<file path="config.mk">
export PLATFORM = sky130hd
export DESIGN_NAME = tile_map_renderer
export DESIGN_NICKNAME = d
export VERILOG_FILES = /design/src/rtl/tile_map_renderer.sv
export SDC_FILE = /design/constraint.sdc
export NUM_CORES = 1
export LEC_CHECK = 0
export BUFFER_PORTS_ARGS = -buffer_cell sky130_fd_sc_hd__buf_2
export CAP_MARGIN = 20
export CORE_AREA = 8 8 174 176
export DETAILED_ROUTE_END_ITERATION = 8
export DIE_AREA = 0 0 182 184
export PLACE_DENSITY = 0.56
export SLEW_MARGIN = 20
export SYNTH_ARGS = -nofsm -noshare
export SYNTH_HDL_FRONTEND = slang
export SYNTH_SLANG_ARGS = --single-unit
</file>
<file path="constraint.sdc">
create_clock -name vga_clk -period 2.85 [get_ports vga_clk]
set_clock_uncertainty 0.15 [all_clocks]
set_input_delay 0.285 -clock vga_clk [delete_from_list [all_inputs] [get_ports vga_clk]]
set_output_delay 0.285 -clock vga_clk [all_outputs]
set_load 0.01 [all_outputs]
</file>
<file path="src/rtl/tile_map_renderer.sv">
// -----------------------------------------------------------------------------
// tile_map_renderer
//   Pipelined pixel renderer for the Minesweeper board. Maps each scan
//   coordinate onto a board cell. It fetches the cell's sprite texel from an
//   external synchronous ROM with 1-cycle latency, and produces RGB565 with a
//   cursor border. The cursor position is latched once per frame.
//
//   Latency: an input sampled at edge k appears on rgb_o/rgb_valid_o after
//   edge k+3.
//     S1 (k)   : local coordinates, in-map test, cell/texel coordinates,
//                cursor-border hit
//     S2 (k+1) : tile resolution, sprite_addr_o registered
//     S2b(k+2) : override flags delayed while the ROM returns the texel
//     S3 (k+3) : rgb_o select
//
//   Optional feature macro: CURSOR_BLINK_EN
//     When this macro is defined, the cursor border blinks every BLINK_FRAMES
//     frames. When it is undefined, the border is always shown.
//
// Ports
//   vga_clk        pixel clock
//   rst_n          synchronous active-low reset
//   addr_h/addr_v  scan column/row (12 bit)
//   pix_valid_i    scan position is inside the active display
//   frame_start_i  1-cycle pulse on the first cycle of each frame
//   cursor_x_i/y_i selected cell (latched on frame_start_i)
//   map_i          cell contents, cell n=y*MAP_W+x at [n*CELL_BITS +: CELL_BITS]
//   map_shown_i    1 = cell uncovered
//   map_flag_i     1 = cell flagged
//   sprite_addr_o  {tile[3:0], local_y, local_x} to the sprite ROM
//   sprite_data_i  ROM texel, valid one cycle after sprite_addr_o
//   rgb_o          RGB565 output pixel
//   rgb_valid_o    pix_valid_i aligned with rgb_o
// -----------------------------------------------------------------------------
module tile_map_renderer #(
  parameter int unsigned MAP_W        = 8,
  parameter int unsigned MAP_H        = 8,
  parameter int unsigned CELL_LOG2    = 5,
  parameter int unsigned BORDER_W     = 2,
  parameter int unsigned ORG_X        = 192,
  parameter int unsigned ORG_Y        = 112,
  parameter int unsigned CELL_BITS    = 4,
  parameter int unsigned BLINK_FRAMES = 30
) (
  input  logic                              vga_clk,
  input  logic                              rst_n,
  input  logic [11:0]                       addr_h,
  input  logic [11:0]                       addr_v,
  input  logic                              pix_valid_i,
  input  logic                              frame_start_i,
  input  logic [3:0]                        cursor_x_i,
  input  logic [3:0]                        cursor_y_i,
  input  logic [CELL_BITS*MAP_W*MAP_H-1:0]  map_i,
  input  logic [MAP_W*MAP_H-1:0]            map_shown_i,
  input  logic [MAP_W*MAP_H-1:0]            map_flag_i,
  output logic [4+2*CELL_LOG2-1:0]          sprite_addr_o,
  input  logic [15:0]                       sprite_data_i,
  output logic [15:0]                       rgb_o,
  output logic                              rgb_valid_o
);

  localparam int unsigned    CELL_PX = 1 << CELL_LOG2;
  localparam logic [12:0]    MAP_PW  = 13'(MAP_W * CELL_PX);
  localparam logic [12:0]    MAP_PH  = 13'(MAP_H * CELL_PX);
  localparam logic [11:0]    ORG_X12 = 12'(ORG_X);
  localparam logic [11:0]    ORG_Y12 = 12'(ORG_Y);
  localparam logic [CELL_LOG2-1:0] B_LO = CELL_LOG2'(BORDER_W);
  localparam logic [CELL_LOG2-1:0] B_HI = CELL_LOG2'(CELL_PX - BORDER_W);
  localparam logic [CELL_BITS-1:0] MAX_GOOD = CELL_BITS'(9);
  localparam logic [3:0]     TILE_FLAG   = 4'd10;
  localparam logic [3:0]     TILE_HIDDEN = 4'd11;

  // ---------------------------------------------------------------------------
  // Frame-latched cursor and optional blink state
  // ---------------------------------------------------------------------------
  logic [3:0] r_cur_x;
  logic [3:0] r_cur_y;
  logic       w_blink_on;

  always_ff @(posedge vga_clk) begin
    if (!rst_n) begin
      r_cur_x <= '0;
      r_cur_y <= '0;
    end else if (frame_start_i) begin
      r_cur_x <= cursor_x_i;
      r_cur_y <= cursor_y_i;
    end
  end

`ifdef CURSOR_BLINK_EN
  logic [15:0] r_blink_cnt;
  logic        r_blink_on;

  // blink_cnt counts frame pulses. Each wrap toggles the border. A new cursor
  // position restarts the sequence with the border visible, so a fresh
  // selection is shown at once.
  always_ff @(posedge vga_clk) begin
    if (!rst_n) begin
      r_blink_cnt <= '0;
      r_blink_on  <= 1'b1;
    end else if (frame_start_i) begin
      if ((cursor_x_i != r_cur_x) || (cursor_y_i != r_cur_y)) begin
        r_blink_cnt <= '0;
        r_blink_on  <= 1'b1;
      end else if (r_blink_cnt == 16'(BLINK_FRAMES - 1)) begin
        r_blink_cnt <= '0;
        r_blink_on  <= ~r_blink_on;
      end else begin
        r_blink_cnt <= r_blink_cnt + 16'd1;
      end
    end
  end

  assign w_blink_on = r_blink_on;
`else
  assign w_blink_on = 1'b1;
`endif

  // ---------------------------------------------------------------------------
  // S1: coordinate mapping
  // ---------------------------------------------------------------------------
  logic [11:0]          w_loc_h;
  logic [11:0]          w_loc_v;
  logic                 w_in_map;
  logic [3:0]           w_cx;
  logic [3:0]           w_cy;
  logic [CELL_LOG2-1:0] w_lx;
  logic [CELL_LOG2-1:0] w_ly;
  logic                 w_border;
  logic                 w_cur_hit;

  // When the scan position is left of or above the board origin, the 12-bit
  // subtraction wraps to a large value. That value fails the range test, so
  // no separate sign check is needed.
  assign w_loc_h  = addr_h - ORG_X12;
  assign w_loc_v  = addr_v - ORG_Y12;
  assign w_in_map = pix_valid_i && ({1'b0, w_loc_h} < MAP_PW) && ({1'b0, w_loc_v} < MAP_PH);
  assign w_cx     = 4'(w_loc_h >> CELL_LOG2);
  assign w_cy     = 4'(w_loc_v >> CELL_LOG2);
  assign w_lx     = CELL_LOG2'(w_loc_h);
  assign w_ly     = CELL_LOG2'(w_loc_v);
  assign w_border = (w_lx < B_LO) || (w_lx >= B_HI) || (w_ly < B_LO) || (w_ly >= B_HI);

  // The cursor is compared against the latch value from before this edge. If
  // frame_start_i is high on this same edge, the pixel still sees the old
  // cursor. A latched cursor outside the board never matches an in-map cell,
  // so it highlights nothing.
  assign w_cur_hit = w_in_map && (w_cx == r_cur_x) && (w_cy == r_cur_y) && w_border && w_blink_on;

  logic                 r1_valid;
  logic                 r1_in_map;
  logic                 r1_cur_hit;
  logic [3:0]           r1_cx;
  logic [3:0]           r1_cy;
  logic [CELL_LOG2-1:0] r1_lx;
  logic [CELL_LOG2-1:0] r1_ly;

  always_ff @(posedge vga_clk) begin
    if (!rst_n) begin
      r1_valid   <= 1'b0;
      r1_in_map  <= 1'b0;
      r1_cur_hit <= 1'b0;
      r1_cx      <= '0;
      r1_cy      <= '0;
      r1_lx      <= '0;
      r1_ly      <= '0;
    end else begin
      r1_valid   <= pix_valid_i;
      r1_in_map  <= w_in_map;
      r1_cur_hit <= w_cur_hit;
      r1_cx      <= w_cx;
      r1_cy      <= w_cy;
      r1_lx      <= w_lx;
      r1_ly      <= w_ly;
    end
  end

  // ---------------------------------------------------------------------------
  // S2: tile resolution
  // ---------------------------------------------------------------------------
  logic [8:0]                       w_idx;
  logic [MAP_W*MAP_H-1:0]           w_shown_vec;
  logic [MAP_W*MAP_H-1:0]           w_flag_vec;
  logic [CELL_BITS*MAP_W*MAP_H-1:0] w_cont_vec;
  logic [CELL_BITS-1:0]             w_content;
  logic                             w_shown;
  logic                             w_flag;
  logic [3:0]                       w_tile;
  logic                             w_bad;

  // The cell is selected with shifts rather than indexed selects. This keeps
  // the index width independent of the board size.
  assign w_idx       = 9'(r1_cy) * 9'(MAP_W) + 9'(r1_cx);
  assign w_shown_vec = map_shown_i >> w_idx;
  assign w_flag_vec  = map_flag_i >> w_idx;
  assign w_cont_vec  = map_i >> (13'(w_idx) * 13'(CELL_BITS));
  assign w_shown     = w_shown_vec[0];
  assign w_flag      = w_flag_vec[0];
  assign w_content   = CELL_BITS'(w_cont_vec);

  always_comb begin
    w_tile = 4'(w_content);
    w_bad  = 1'b0;
    if (w_flag) begin
      w_tile = TILE_FLAG;
    end else if (!w_shown) begin
      w_tile = TILE_HIDDEN;
    end else begin
      w_bad = (w_content > MAX_GOOD);
    end
  end

  logic r2_valid;
  logic r2_in_map;
  logic r2_cur_hit;
  logic r2_bad;

  always_ff @(posedge vga_clk) begin
    if (!rst_n) begin
      r2_valid      <= 1'b0;
      r2_in_map     <= 1'b0;
      r2_cur_hit    <= 1'b0;
      r2_bad        <= 1'b0;
      sprite_addr_o <= '0;
    end else begin
      r2_valid      <= r1_valid;
      r2_in_map     <= r1_in_map;
      r2_cur_hit    <= r1_cur_hit;
      r2_bad        <= w_bad;
      sprite_addr_o <= {w_tile, r1_ly, r1_lx};
    end
  end

  // ---------------------------------------------------------------------------
  // S2b: hold the override flags while the ROM returns the texel
  // ---------------------------------------------------------------------------
  logic r3_valid;
  logic r3_in_map;
  logic r3_cur_hit;
  logic r3_bad;

  always_ff @(posedge vga_clk) begin
    if (!rst_n) begin
      r3_valid   <= 1'b0;
      r3_in_map  <= 1'b0;
      r3_cur_hit <= 1'b0;
      r3_bad     <= 1'b0;
    end else begin
      r3_valid   <= r2_valid;
      r3_in_map  <= r2_in_map;
      r3_cur_hit <= r2_cur_hit;
      r3_bad     <= r2_bad;
    end
  end

  // ---------------------------------------------------------------------------
  // S3: colour select
  // ---------------------------------------------------------------------------
  logic [15:0] w_rgb;

  always_comb begin
    w_rgb = sprite_data_i;
    if (!r3_valid || !r3_in_map) begin
      w_rgb = '0;
    end else if (r3_cur_hit) begin
      w_rgb = '1;
    end else if (r3_bad) begin
      w_rgb = '0;
    end
  end

  always_ff @(posedge vga_clk) begin
    if (!rst_n) begin
      rgb_o       <= '0;
      rgb_valid_o <= 1'b0;
    end else begin
      rgb_o       <= w_rgb;
      rgb_valid_o <= r3_valid;
    end
  end

endmodule

</file>
Word level (Yosys, flattened, before mapping)
Index checks and enable logic that the tools add are counted.
{ "op_classes": {"add_sub_neg": 3, "magnitude_cmp": 7, "eq_ne": 2, "shifts": 3, "n_mux": 4, "bitwise": 2, "n_reduce_logical": 14} }
{ "ops": {"columns": ["cell", "count"], "rows": [
  ["$shr 256x10->4", 1],
  ["$shr 64x8->1", 2],
  ["$mux 16", 2],
  ["$lt 12x9->1 const B", 2],
  ["$sub 12x7->12 const B", 1],
  ["$sub 12x8->12 const B", 1],
  ["$ge 5x5->1 const B", 2],
  ["$lt 5x2->1 const B", 2],
  ["$add 7x4->8", 1],
  ["$eq 4x4->1", 2],
  ["$mux 4", 2],
  ["$logic_and 1x1->1", 5],
  ["$gt 4x4->1 const B", 1],
  ["$logic_or 1x1->1", 4],
  ["$reduce_or 2->1", 2],
  ["$reduce_or 3->1", 1],
  ["$logic_not 1->1", 2],
  ["$not 1->1", 2]
]} }
{ "totals": {"reg_bits": 68, "input_bits": 436, "output_inout_bits": 31, "word_cells": 57} }

Depth between registers and ports, before layout
Gate-level depths: netlist of run 1.
{ "depth": {"ltp_word": 7, "mapped_depth": 10, "depth_no_buf": 8} }

Worst setup path before layout of run 1
OpenSTA, ideal clock, no wires.
{ "synth_path": {"path_kind": "register -> register", "startpoint": "register r1_cx[3]", "endpoint": "register sprite_addr_o[13]", "setup_time_ns": 0.115, "t_arrival_ns": 2.447, "required_ns": 2.585, "setup_slack_ns": 0.139, "path_stages_with_launch": 11, "path_buffers": 3, "synth_period_minus_slack_ns": 2.711, "path_cell_list": "dfxtp_1 -> ha_1 -> ha_1 -> clkbuf_1 -> clkbuf_1 -> clkbuf_1 -> mux2i_1 -> mux2i_1 -> a221oi_1 -> o32ai_1 -> o21a_1"} }
{ "synth_between": {"elab_chain_cells": 4, "elab_cells_between_ends": 6, "cone_classes": "1 x add/sub; 3 x shift; 2 x mux"} }
{ "synth_rtl": {"columns": ["item", "line", "rtl"], "rows": [
  ["start, declared", "153", "logic [3:0] r1_cx;"],
  ["start signal, assigned", "171", "r1_cx <= w_cx;"],
  ["$add 7x4->8 (*)", "193", "assign w_idx = 9'(r1_cy) * 9'(MAP_W) + 9'(r1_cx);"],
  ["$shr 256x10->4 / $shr 64x8->1 (equally long branches)", "196, 194", null],
  ["$mux 4", "206", "end else if (!w_shown) begin"],
  ["$mux 4 (*)", "204", "if (w_flag) begin"],
  ["end signal, assigned", "230", "sprite_addr_o <= {w_tile, r1_ly, r1_lx};"],
  ["end, declared", "56", "output logic [4+2*CELL_LOG2-1:0] sprite_addr_o,"]
]} }
Every way passes the cells marked *; elsewhere a longest branch is shown, timed or not.
A chain may end at the register's enable or synchronous reset.

Worst setup path in the final report of run 1
{ "layout_path": {"startpoint": "register r1_cx[3]", "endpoint": "register r2_bad"} }
{ "layout_between": {"elab_chain_cells": 4, "elab_cells_between_ends": 7, "cone_classes": "1 x add/sub; 1 x order compare; 3 x shift; 1 x bitwise; 1 x reduce/logical"} }
{ "layout_rtl": {"columns": ["item", "line", "rtl"], "rows": [
  ["$add 7x4->8 (*)", "193", null],
  ["branches (longest 3 deep; another with $gt 4x4->1)", null, null],
  ["end signal, assigned", "229", "r2_bad <= w_bad;"],
  ["end, declared", "216", "logic r2_bad;"]
]} }
Every way passes the cells marked *.

==> flow_summary.toml, run 1 <==
[run_status]
status = "finished clean"

[floorplanning]
die_y_um = 184
placementRows = 61
die-area_um2 = 33490
coreArea_um2 = 27480
die_width_um = 182
pin_count = 467
start_util_pct = 20.67

[synthesis]
synth-main-ff-cell = "dfxtp_1"
avgSynthCellArea_um2 = 11.64
synthTopCellsByCount = "mux4_2 (83), dfxtp_1 (68), mux2i_1 (49)"
synth.most_common_cell = "mux4_2"
synth.top_cell.area_share_pct = 32.91
syn-num-nets = 928
synth_enable_flop_cells = 0
synth_area_leaders = "mux4_2 (33%), dfxtp_1 (24%), mux2i_1 (8.6%)"
synth_warnings = 0
yosys.area.top_type = "mux4_2"
ys_ff_latch = 68
ys_seq_area_share_pct = 23.96
syn_area_um2 = 5680
synth_cell_types = 58
synthCells = 488
async_flop_share_pct = 0

[sta]
slew_violations = 0
fin_crit_sh_pct = 96.38
period_minus_slack_ns = 2.747
worst_slew_margin_rel_pct = 54.10
setup_viol = 0
fmax_mhz = 364.0
tightestPinTransition_ns = 0.6860
hold_violations = 0

[critical_path]
crit_path_max_fanout = 19
worstSetupPathType = "flip-flop to flip-flop"
cpLargestDelayFamily = "simple AND/OR/NAND/NOR gates"
worstSetupStartpointType = "flip-flop"
worstPathRequired_ns = 2.92
crit_slowest_cell = "or4b_1"
cp_num_buf_inv = 1
crit_path_end_kind = "flip-flop"
cpPeakStageDelay_ns = 0.55
arrival_ns = 2.82
crit_chain = "ha_2 -> ha_1 -> buf_6 -> nand2_1 -> or4b_1 -> nand3_1 -> a311oi_1 -> o2111a_1"

[power_and_ir_drop]
power.share.switching_pct = 29.17
clockPowerShare_pct = 35.7
pwr-share-seq_pct = 29.1
p_leak_nw = 4.162
p_per_area_nw_per_um2 = 393.3
totalPowerFinal_w = 0.003522
p_int_w = 0.002494
p_comb_share_pct = 35.1
p_sw_w = 0.001027
vdd_drop_max_mv = 0.2595

[route]
firstDrtPassIters = 4
vias = 6282
drcViolationCount = 0
routed_wl_um = 30590
vias_per_cell = 4.784
postRouteAntennaNets = 0
drt_iter0_markers = 410
drt-wirelength-per-cell_um = 23.30

[clock_network]
cts_root_buffer = "clkbuf_16"
cts_tree = "yes"
cts_buffer_depth = 2
ctsHoldBuffers = 0
h-tree-depth = 3
cts_made_buffers = 9
cts.reportedPaths.clkPinSlew_ns = 0.06
clock_latency_ns = 0.33
clock-sinks = 68

[global_routing]
grt_max_degree = 50
track_usage_pct = 17.24
grt_overflow = 0
antenna_found_initial = 3
grt_pass1_vias = 7069
grt_pass1_wl_um = 43930

[flow_run]
cap_violations = 0

[final_layout]
fin_cells = 1313
fin_util_pct = 32.59
antennaDiodeCount = 0
final_nets = 1402
fin_area_um2 = 8954
drive_gt1_share_pct = 64.74
syn_to_final_growth_pct = 57.62

[placement]
place_area_um2 = 8507
dp_cells = 1290
place_congestion = 0.9294
io_buffers = 466
place_hpwl_um = 26830

[hold_path]
hold_class = "input pin to flip-flop"
==> per-stage QoR <==
step                      setup WS (ns)  hold WS, ns  setup TNS [ns]
after floorplan                  0.1387       0.2066               0
after global placement          0.01769       0.2645               0
after detailed placement       0.004441       0.2685               0
after CTS                      0.003273     0.001346               0
after global routing          -0.004352      0.01783       -0.004352
final                            0.1030      0.01503               0
==> power groups by stage <==
stage | Clock, W | Combinational [W] | Sequential [W]
finish | 0.00126 | 0.00124 | 0.00103
global route | 0.00135 | 0.00134 | 0.00103
CTS | 0.00130 | 0.00122 | 0.00103
detailed placement | 0 | 0.00122 | 0.00106
global placement | 0 | 0.00121 | 0.00106
floorplan | 0 | 0.000653 | 0.00103
==> cell families after synthesis <==
logic type	Yosys count	share of synthesized area (%)
muxes	140	44.71
and+or+nand+nor	136	13.19
AOI/OAI and AO/OA	76	10.00
DFF	68	23.96
buffers and inverters	50	5.088
xor gates and xnor gates	14	2.159
adders and majority gates	4	0.8811
==> final cells by class <==
type	instances	area, um2
Multi-Input combinational cell	370	4066
Sequential cell	68	1370
Clock buffer	10	250.2
Fill cell	2875	18520
Timing Repair Buffer	508	2721
Tap cell	346	432.9
Clock inverter	6	93.84
Inverter	5	18.77
==> what timing repair did <==
action / CTS / global route
buffers inserted: 0 / 7
resized for setup: 1 / 8
endpoints found under the setup margin: 2 / 4
pin swaps: 0 / 1
==> worst register-to-register path, stage by stage (launching register included) <==
cell      delay, ns
dfxtp_1        0.30
ha_2           0.18
ha_1           0.44
buf_6          0.28
nand2_1        0.23
or4b_1         0.55
nand3_1        0.17
a311oi_1       0.08
o2111a_1       0.25
==> flip-flops by register name (all words and copies together) (netlist names), 4 cells and up <==
| register | count |
|---|---|
| r1_cx | 4 |
| r1_cy | 4 |
| r1_lx | 5 |
| r1_ly | 5 |
| r_cur_x | 4 |
| r_cur_y | 4 |
| rgb_o | 16 |
| sprite_addr_o | 14 |
==> routing by layer <==
| metal | track usage, % | up-vias | routed length, um |
|---|---|---|---|
| li1 | - | 2897 | - |
| met5 | 0 | - | 35 |
| met4 | 2.919 | 6 | 295 |
| met2 | 30.22 | 336 | 15340 |
| met1 | 20.81 | 3018 | 12280 |
| met3 | 5.198 | 25 | 2640 |
==> worst paths after layout <==
| path | start | endpoint | slack, ns | cells past startpoint |
|---|---|---|---|---|
| max | r1_cx[3] | r2_bad | 0.10 | 8 |
| min | addr_v[0] | r1_ly[0] | 0.02 | 2 |
| max reg2reg | r1_cx[3] | r2_bad | 0.10 | 8 |
| min reg2reg | r1_ly[3] | sprite_addr_o[8] | 0.28 | 1 |
==> cell usage in the layout (no fill, tap or decap), types with 3 or more instances in the layout <==
master,n
o211ai_1,3
buf_6,3
buf_2,466
nor2_1,29
mux4_2,83
ha_1,3
xor2_1,7
buf_4,34
a221oi_1,9
and2_1,35
a211oi_1,4
inv_1,4
a221oi_2,3
nand2_1,16
nor3_1,5
or4_1,4
dfxtp_1,65
clkbuf_16,10
or2_2,4
a311oi_1,3
mux4_1,6
mux2i_1,49
a31oi_1,5
o21ai_0,4
xnor2_1,5
nand2b_1,3
nand3_1,8
o21a_1,5
a21oi_1,20
nand4_1,3
buf_12,5
nor2b_1,16
Note: power is estimated with default switching activity, not from simulation.
==> run 2, diff against run 1 <==
==> constraint.sdc (replaced) <==
create_clock -name vga_clk -period 2.4 [get_ports vga_clk]
set_clock_uncertainty 0.15 [all_clocks]
set_input_delay 0.24 -clock vga_clk [delete_from_list [all_inputs] [get_ports vga_clk]]
set_output_delay 0.24 -clock vga_clk [all_outputs]
set_load 0.01 [all_outputs]
==> run 2 against run 1 <==
  * The run now ends with negative setup slack left
  * Non-clock buffer count is 82 higher
  * Hold slack better by 0.0047 ns
  * Via count is 5.1% higher
  * Highest routed layer unchanged
==> flow_summary.toml, run 2 (synthesis gave the netlist of run 1 again) <==
[placement]
io_buffers = 466
place_hpwl_um = 27300
place_congestion = 0.9249

[critical_path]
timing.rr.end = "r2_bad"
arrival_ns = 2.67
r2r_slack_ns = -0.20
rr_worst_depth = 7
crit_path_end_kind = "flip-flop"
r2r_start = "r1_cx[0]"
worstPathRequired_ns = 2.47
worstSetupStartpointType = "flip-flop"
crit_path_max_fanout = 7
worstSetupPathType = "flip-flop to flip-flop"

[final_layout]
regMostFlops = "rgb_o"
top_regs = "rgb_o: 16 flops, sprite_addr_o: 14 flops"
largest_reg_flops = 16
regArea_um2 = 1370
fin_util_pct = 35.57
syn_to_final_growth_pct = 72.05
final_nets = 1484
fill_cells = 2826
multi_input_area_um2 = 4188
layout_common_cells = "buf_2 (466), buf_4 (89), mux4_2 (84), dfxtp_1 (65), mux2i_1 (46)"
drive_gt1_share_pct = 66.70
final_common_cell = "buf_2"

[route]
drcViolationCount = 0
drt_iter0_markers = 375
vias_per_cell = 4.733
firstDrtPassIters = 4
vias = 6603
drt-wirelength-per-cell_um = 22.42
postRouteAntennaNets = 0
routed_wl_um = 31280

[sta]
slew_violations = 0
hold_slack_ns = 0.01972
tightestPinTransition_ns = 0.5428
fmax_mhz = 384.2
hold_violations = 0
period_minus_slack_ns = 2.603
fin_crit_sh_pct = 108.5
setup_ws_ns = -0.2029
rsz0062_at_grt = "true"
worst_slew_margin_rel_pct = 62.88
fin_tns_setup_ns = -0.8557
setup_viol = 5

[global_routing]
track_usage_pct = 17.91
grt_pass1_vias = 7388
antenna_found_initial = 2
grt_pass1_wl_um = 45660
grt_overflow = 0
grt_max_degree = 50

[clock_network]
cts_root_buffer = "clkbuf_16"
cts_made_buffers = 9
h-tree-depth = 3
cts_buffer_depth = 2
clock-sinks = 68
clock_latency_ns = 0.32
cts.reportedPaths.clkPinSlew_ns = 0.05
cts_tree = "yes"

[floorplanning]
start_util_pct = 20.67
die_width_um = 182
die_y_um = 184
die-area_um2 = 33490
placementRows = 61
coreArea_um2 = 27480
pin_count = 467

[power_and_ir_drop]
p_leak_nw = 4.574
vdd_drop_max_mv = 0.2362
p_per_area_nw_per_um2 = 437.3

[hold_path]
min_from = "sprite_data_i[4]"
hold_path_end = "rgb_o[4]"
hold_class = "input pin to flip-flop"
hold_path_depth = 3

[flow_run]
cap_violations = 0

[run_status]
status = "finished with violations"
violations = "negative setup slack"
run 2: repair_timing:
action,in CTS,in global routing
hold endpoints to repair,21,0
hold buffers,21,0
setup endpoints to repair,5,5
resized for setup,23,15
setup buffers,5,17
pin swaps,11,8
gates cloned,1,0
run 2: layout make-up:
type,instances,share of cell area (%)
Multi-Input combinational cell,370,42.85
Timing Repair Buffer,590,35.33
Sequential cell,68,14.02
Tap cell,346,4.430
Clock buffer,14,2.804
Clock inverter,1,0.3073
Inverter,5,0.2304
Antenna cell,1,0.02560
run 2: worst max-delay path: stages, from the launching register on:
cell      delay [ns]
dfxtp_4         0.43
buf_12          0.15
mux4_2          0.54
o21a_1          0.22
o32a_1          0.35
o211ai_1        0.32
a311oi_2        0.09
o2111a_1        0.24
run 2: worst max path at each step:
| stage | start | end | slack [ns] | cells after the start |
|---|---|---|---|---|
| floorplan | r1_cx[0] | sprite_addr_o[10] | -0.05 | 8 |
| global placement | r1_cx[0] | sprite_addr_o[13] | -0.24 | 9 |
| detailed placement | r1_cx[0] | sprite_addr_o[12] | -0.28 | 7 |
| CTS | r1_cx[0] | sprite_addr_o[11] | -0.19 | 10 |
| global route | r1_cx[0] | sprite_addr_o[11] | -0.30 | 10 |
| finish | r1_cx[0] | r2_bad | -0.20 | 7 |
run 2: stage by stage:
step | area (um2) | total power, W | std cells | setup WS, ns
2_1_floorplan | 5727 | 0.002015 | 488 | -0.04650
3_3_place_gp | 8866 | 0.002781 | 1335 | -0.2384
3_5_place_dp | 8866 | 0.002792 | 1335 | -0.2844
4_1_cts | 9555 | 0.004262 | 1377 | -0.1931
5_1_grt | 9773 | 0.004512 | 1395 | -0.2955
6_report | 9773 | 0.004273 | 1395 | -0.2029
run 2: power breakdown:
group | internal [W] | switching [W] | leakage (nW) | total (W)
combinational | 0.000987 | 0.000731 | 3.87 | 0.00172
clock | 0.000884 | 0.000450 | 0.149 | 0.00133
sequential | 0.00118 | 0.0000431 | 0.559 | 0.00122
total | 0.00305 | 0.00122 | 4.57 | 0.00427
run 2: layer usage:
| metal | vias up | global-route usage [%] | share of wire [%] |
|---|---|---|---|
| li1 | 3071 | - | - |
| met5 | - | 0 | 0.032 |
| met1 | 3166 | 20.85 | 39 |
| met3 | 31 | 6.166 | 9.2 |
| met2 | 333 | 31.51 | 50 |
| met4 | 2 | 3.673 | 1.3 |
==> run 3, diff against run 2 <==
--- a/config.mk
+++ b/config.mk
@@ -11,6 +11,7 @@
 export DETAILED_ROUTE_END_ITERATION = 8
 export DIE_AREA = 0 0 182 184
 export PLACE_DENSITY = 0.56
+export SETUP_SLACK_MARGIN = 0.4
 export SLEW_MARGIN = 20
 export SYNTH_ARGS = -nofsm -noshare
 export SYNTH_HDL_FRONTEND = slang
==> run 3 against run 2 <==
  * The flow still finishes with violations (negative setup slack)
  * Sequential cell count did not move
  * Power is 0.28% lower
  * Register-to-register slack lost 0.02 ns
  * Critical endpoint is now sprite_addr_o[12]
  * Cell count is 1.1% lower
  * Worst setup slack worse by 0.018 ns
  * Core utilization fell by 0.47 points
  * Die area unchanged
  * Routed wire length increased by 0.82%
  * Global-route usage hardly changed
  * Sequential share of layout area is 0.19 points higher
  * Largest cell class unchanged
==> flow_summary.toml, run 3 (synthesis gave the netlist of run 1 again) <==
[critical_path]
r2r_start = "r1_cx[0]"
crit_path_max_fanout = 6
worstSetupPathType = "flip-flop to flip-flop"
arrival_ns = 2.69
worstSetupStartpointType = "flip-flop"
cpLargestDelayFamily = "simple AND/OR/NAND/NOR gates"
cpPeakStageDelay_ns = 0.55
worstPathRequired_ns = 2.47
crit_slowest_cell = "or4_4"
crit_start = "r1_cx[0]"
crit_top_cell = "buf_4"
cp_num_buf_inv = 3
crit_path_end_kind = "flip-flop"
crit_chain = "buf_4 -> buf_4 -> mux2i_1 -> a221oi_2 -> buf_4 -> o221ai_1 -> or4_4 -> o211a_1 -> and3_1"

[sta]
fmax_mhz = 381.5
setup_ws_ns = -0.2211
fin_crit_sh_pct = 109.2
rsz0062_at_grt = "true"
fin_tns_setup_ns = -0.9945
period_minus_slack_ns = 2.621
worst_slew_margin_rel_pct = 60.67
setup_viol = 5
slew_violations = 0
tightestPinTransition_ns = 0.5891
hold_violations = 0

[final_layout]
layout_common_cells = "buf_2 (466), mux4_2 (83), buf_4 (67), dfxtp_1 (65), mux2i_1 (44)"
drive_gt1_share_pct = 65.86
final_nets = 1466
largest_reg_flops = 16
top_regs = "rgb_o: 16 flops, sprite_addr_o: 14 flops"
multi_input_area_um2 = 4140
regMostFlops = "rgb_o"
final_common_cell = "buf_2"
regArea_um2 = 1370
syn_to_final_growth_pct = 69.78
fin_cells = 1379
fill_cells = 2829

[clock_network]
clock_latency_ns = 0.33
cts.reportedPaths.clkPinSlew_ns = 0.06
clock-sinks = 68
cts_root_buffer = "clkbuf_16"
cts_tree = "yes"
cts_made_buffers = 9
h-tree-depth = 3
cts_buffer_depth = 2

[route]
drt_iter0_markers = 375
vias = 6631
postRouteAntennaNets = 0
drt-wirelength-per-cell_um = 22.87
drcViolationCount = 0
vias_per_cell = 4.809
routed_wl_um = 31530
firstDrtPassIters = 4

[global_routing]
antenna_found_initial = 3
track_usage_pct = 17.92
grt_max_degree = 50
grt_pass1_wl_um = 45340
grt_overflow = 0
grt_pass1_vias = 7501

[hold_path]
min_from = "sprite_data_i[12]"
hold_class = "input pin to flip-flop"

[floorplanning]
placementRows = 61
die-area_um2 = 33490
die_width_um = 182
coreArea_um2 = 27480
pin_count = 467
die_y_um = 184
start_util_pct = 20.67

[placement]
io_buffers = 466
place_hpwl_um = 26900
dp_cells = 1323
place_congestion = 0.8959

[power_and_ir_drop]
p_per_area_nw_per_um2 = 441.9
vdd_drop_max_mv = 0.2873
p_leak_nw = 4.490

[run_status]
status = "finished with violations"
violations = "negative setup slack"

[flow_run]
cap_violations = 0
## run 3: cell count changes in the layout (fill, tap and decap cells not counted), sizes merged
| cell | delta |
|---|---|
| dlygate4sd3 | +4 |
| diode | +1 |
| clkbuf | -1 |
| buf | -22 |
| clkinv | +2 |
## run 3: metrics by stage
step / power (W) / util, % / instance area (um2) / hold slack, ns / worst slack [ns]
floorplan: 0.002018 / - / 5736 / 0.1616 / -0.04650
global placement: 0.002771 / 32.00 / 8793 / 0.2648 / -0.3340
detailed placement: 0.002778 / 32.00 / 8793 / 0.2704 / -0.3367
CTS: 0.004293 / 34.69 / 9533 / 0.004571 / -0.2352
global route: 0.004491 / 35.10 / 9644 / 0.01926 / -0.3239
finish: 0.004261 / 35.10 / 9644 / 0.006062 / -0.2211
## run 3: final timing paths
kind                       endpoint  slack (ns)  cells past startpoint
setup / recovery  sprite_addr_o[12]       -0.22                      9
hold / removal            rgb_o[12]       0.006                      3
setup reg to reg  sprite_addr_o[12]       -0.22                      9
hold reg to reg    sprite_addr_o[8]        0.28                      1
## run 3: worst min-delay path, stage by stage
cell     delay (ns)
buf_2          0.08
a21oi_1        0.05
nor2_1         0.08
## run 3: power by group
group / switching (W) / leakage [nW] / total [W] / internal (W)
Clock: 0.000485 / 0.156 / 0.00137 / 0.000889
Combinational: 0.000726 / 3.78 / 0.00167 / 0.000945
Sequential: 0.0000375 / 0.559 / 0.00122 / 0.00118
## run 3: metal layers
| metal | up-vias | GRT usage [%] | routed length (um) |
|---|---|---|---|
| met4 | 2 | 5.805 | 753 |
| li1 | 3036 | - | - |
| met5 | - | 0 | 10 |
| met2 | 334 | 31.10 | 15640 |
| met3 | 47 | 4.368 | 2202 |
| met1 | 3212 | 21.51 | 12930 |
## run 3: cell type report
| type | instances | share of cell area (%) |
|---|---|---|
| Multi-Input combinational cell | 370 | 42.93 |
| Timing Repair Buffer | 572 | 34.83 |
| Sequential cell | 68 | 14.21 |
| Tap cell | 346 | 4.489 |
| Clock buffer | 13 | 2.802 |
| Clock inverter | 3 | 0.4541 |
| Inverter | 5 | 0.2335 |
| Antenna cell | 2 | 0.05189 |
## run 3: what timing repair did
item | 4_1_cts | 5_1_grt
hold endpoints to repair | 25 | 0
gates resized for setup | 20 | 13
endpoints found under the setup margin | 5 | 6
cloned | 2 | 0
hold buffers | 25 | 0
setup buffers | 5 | 6
pin swaps | 4 | 6
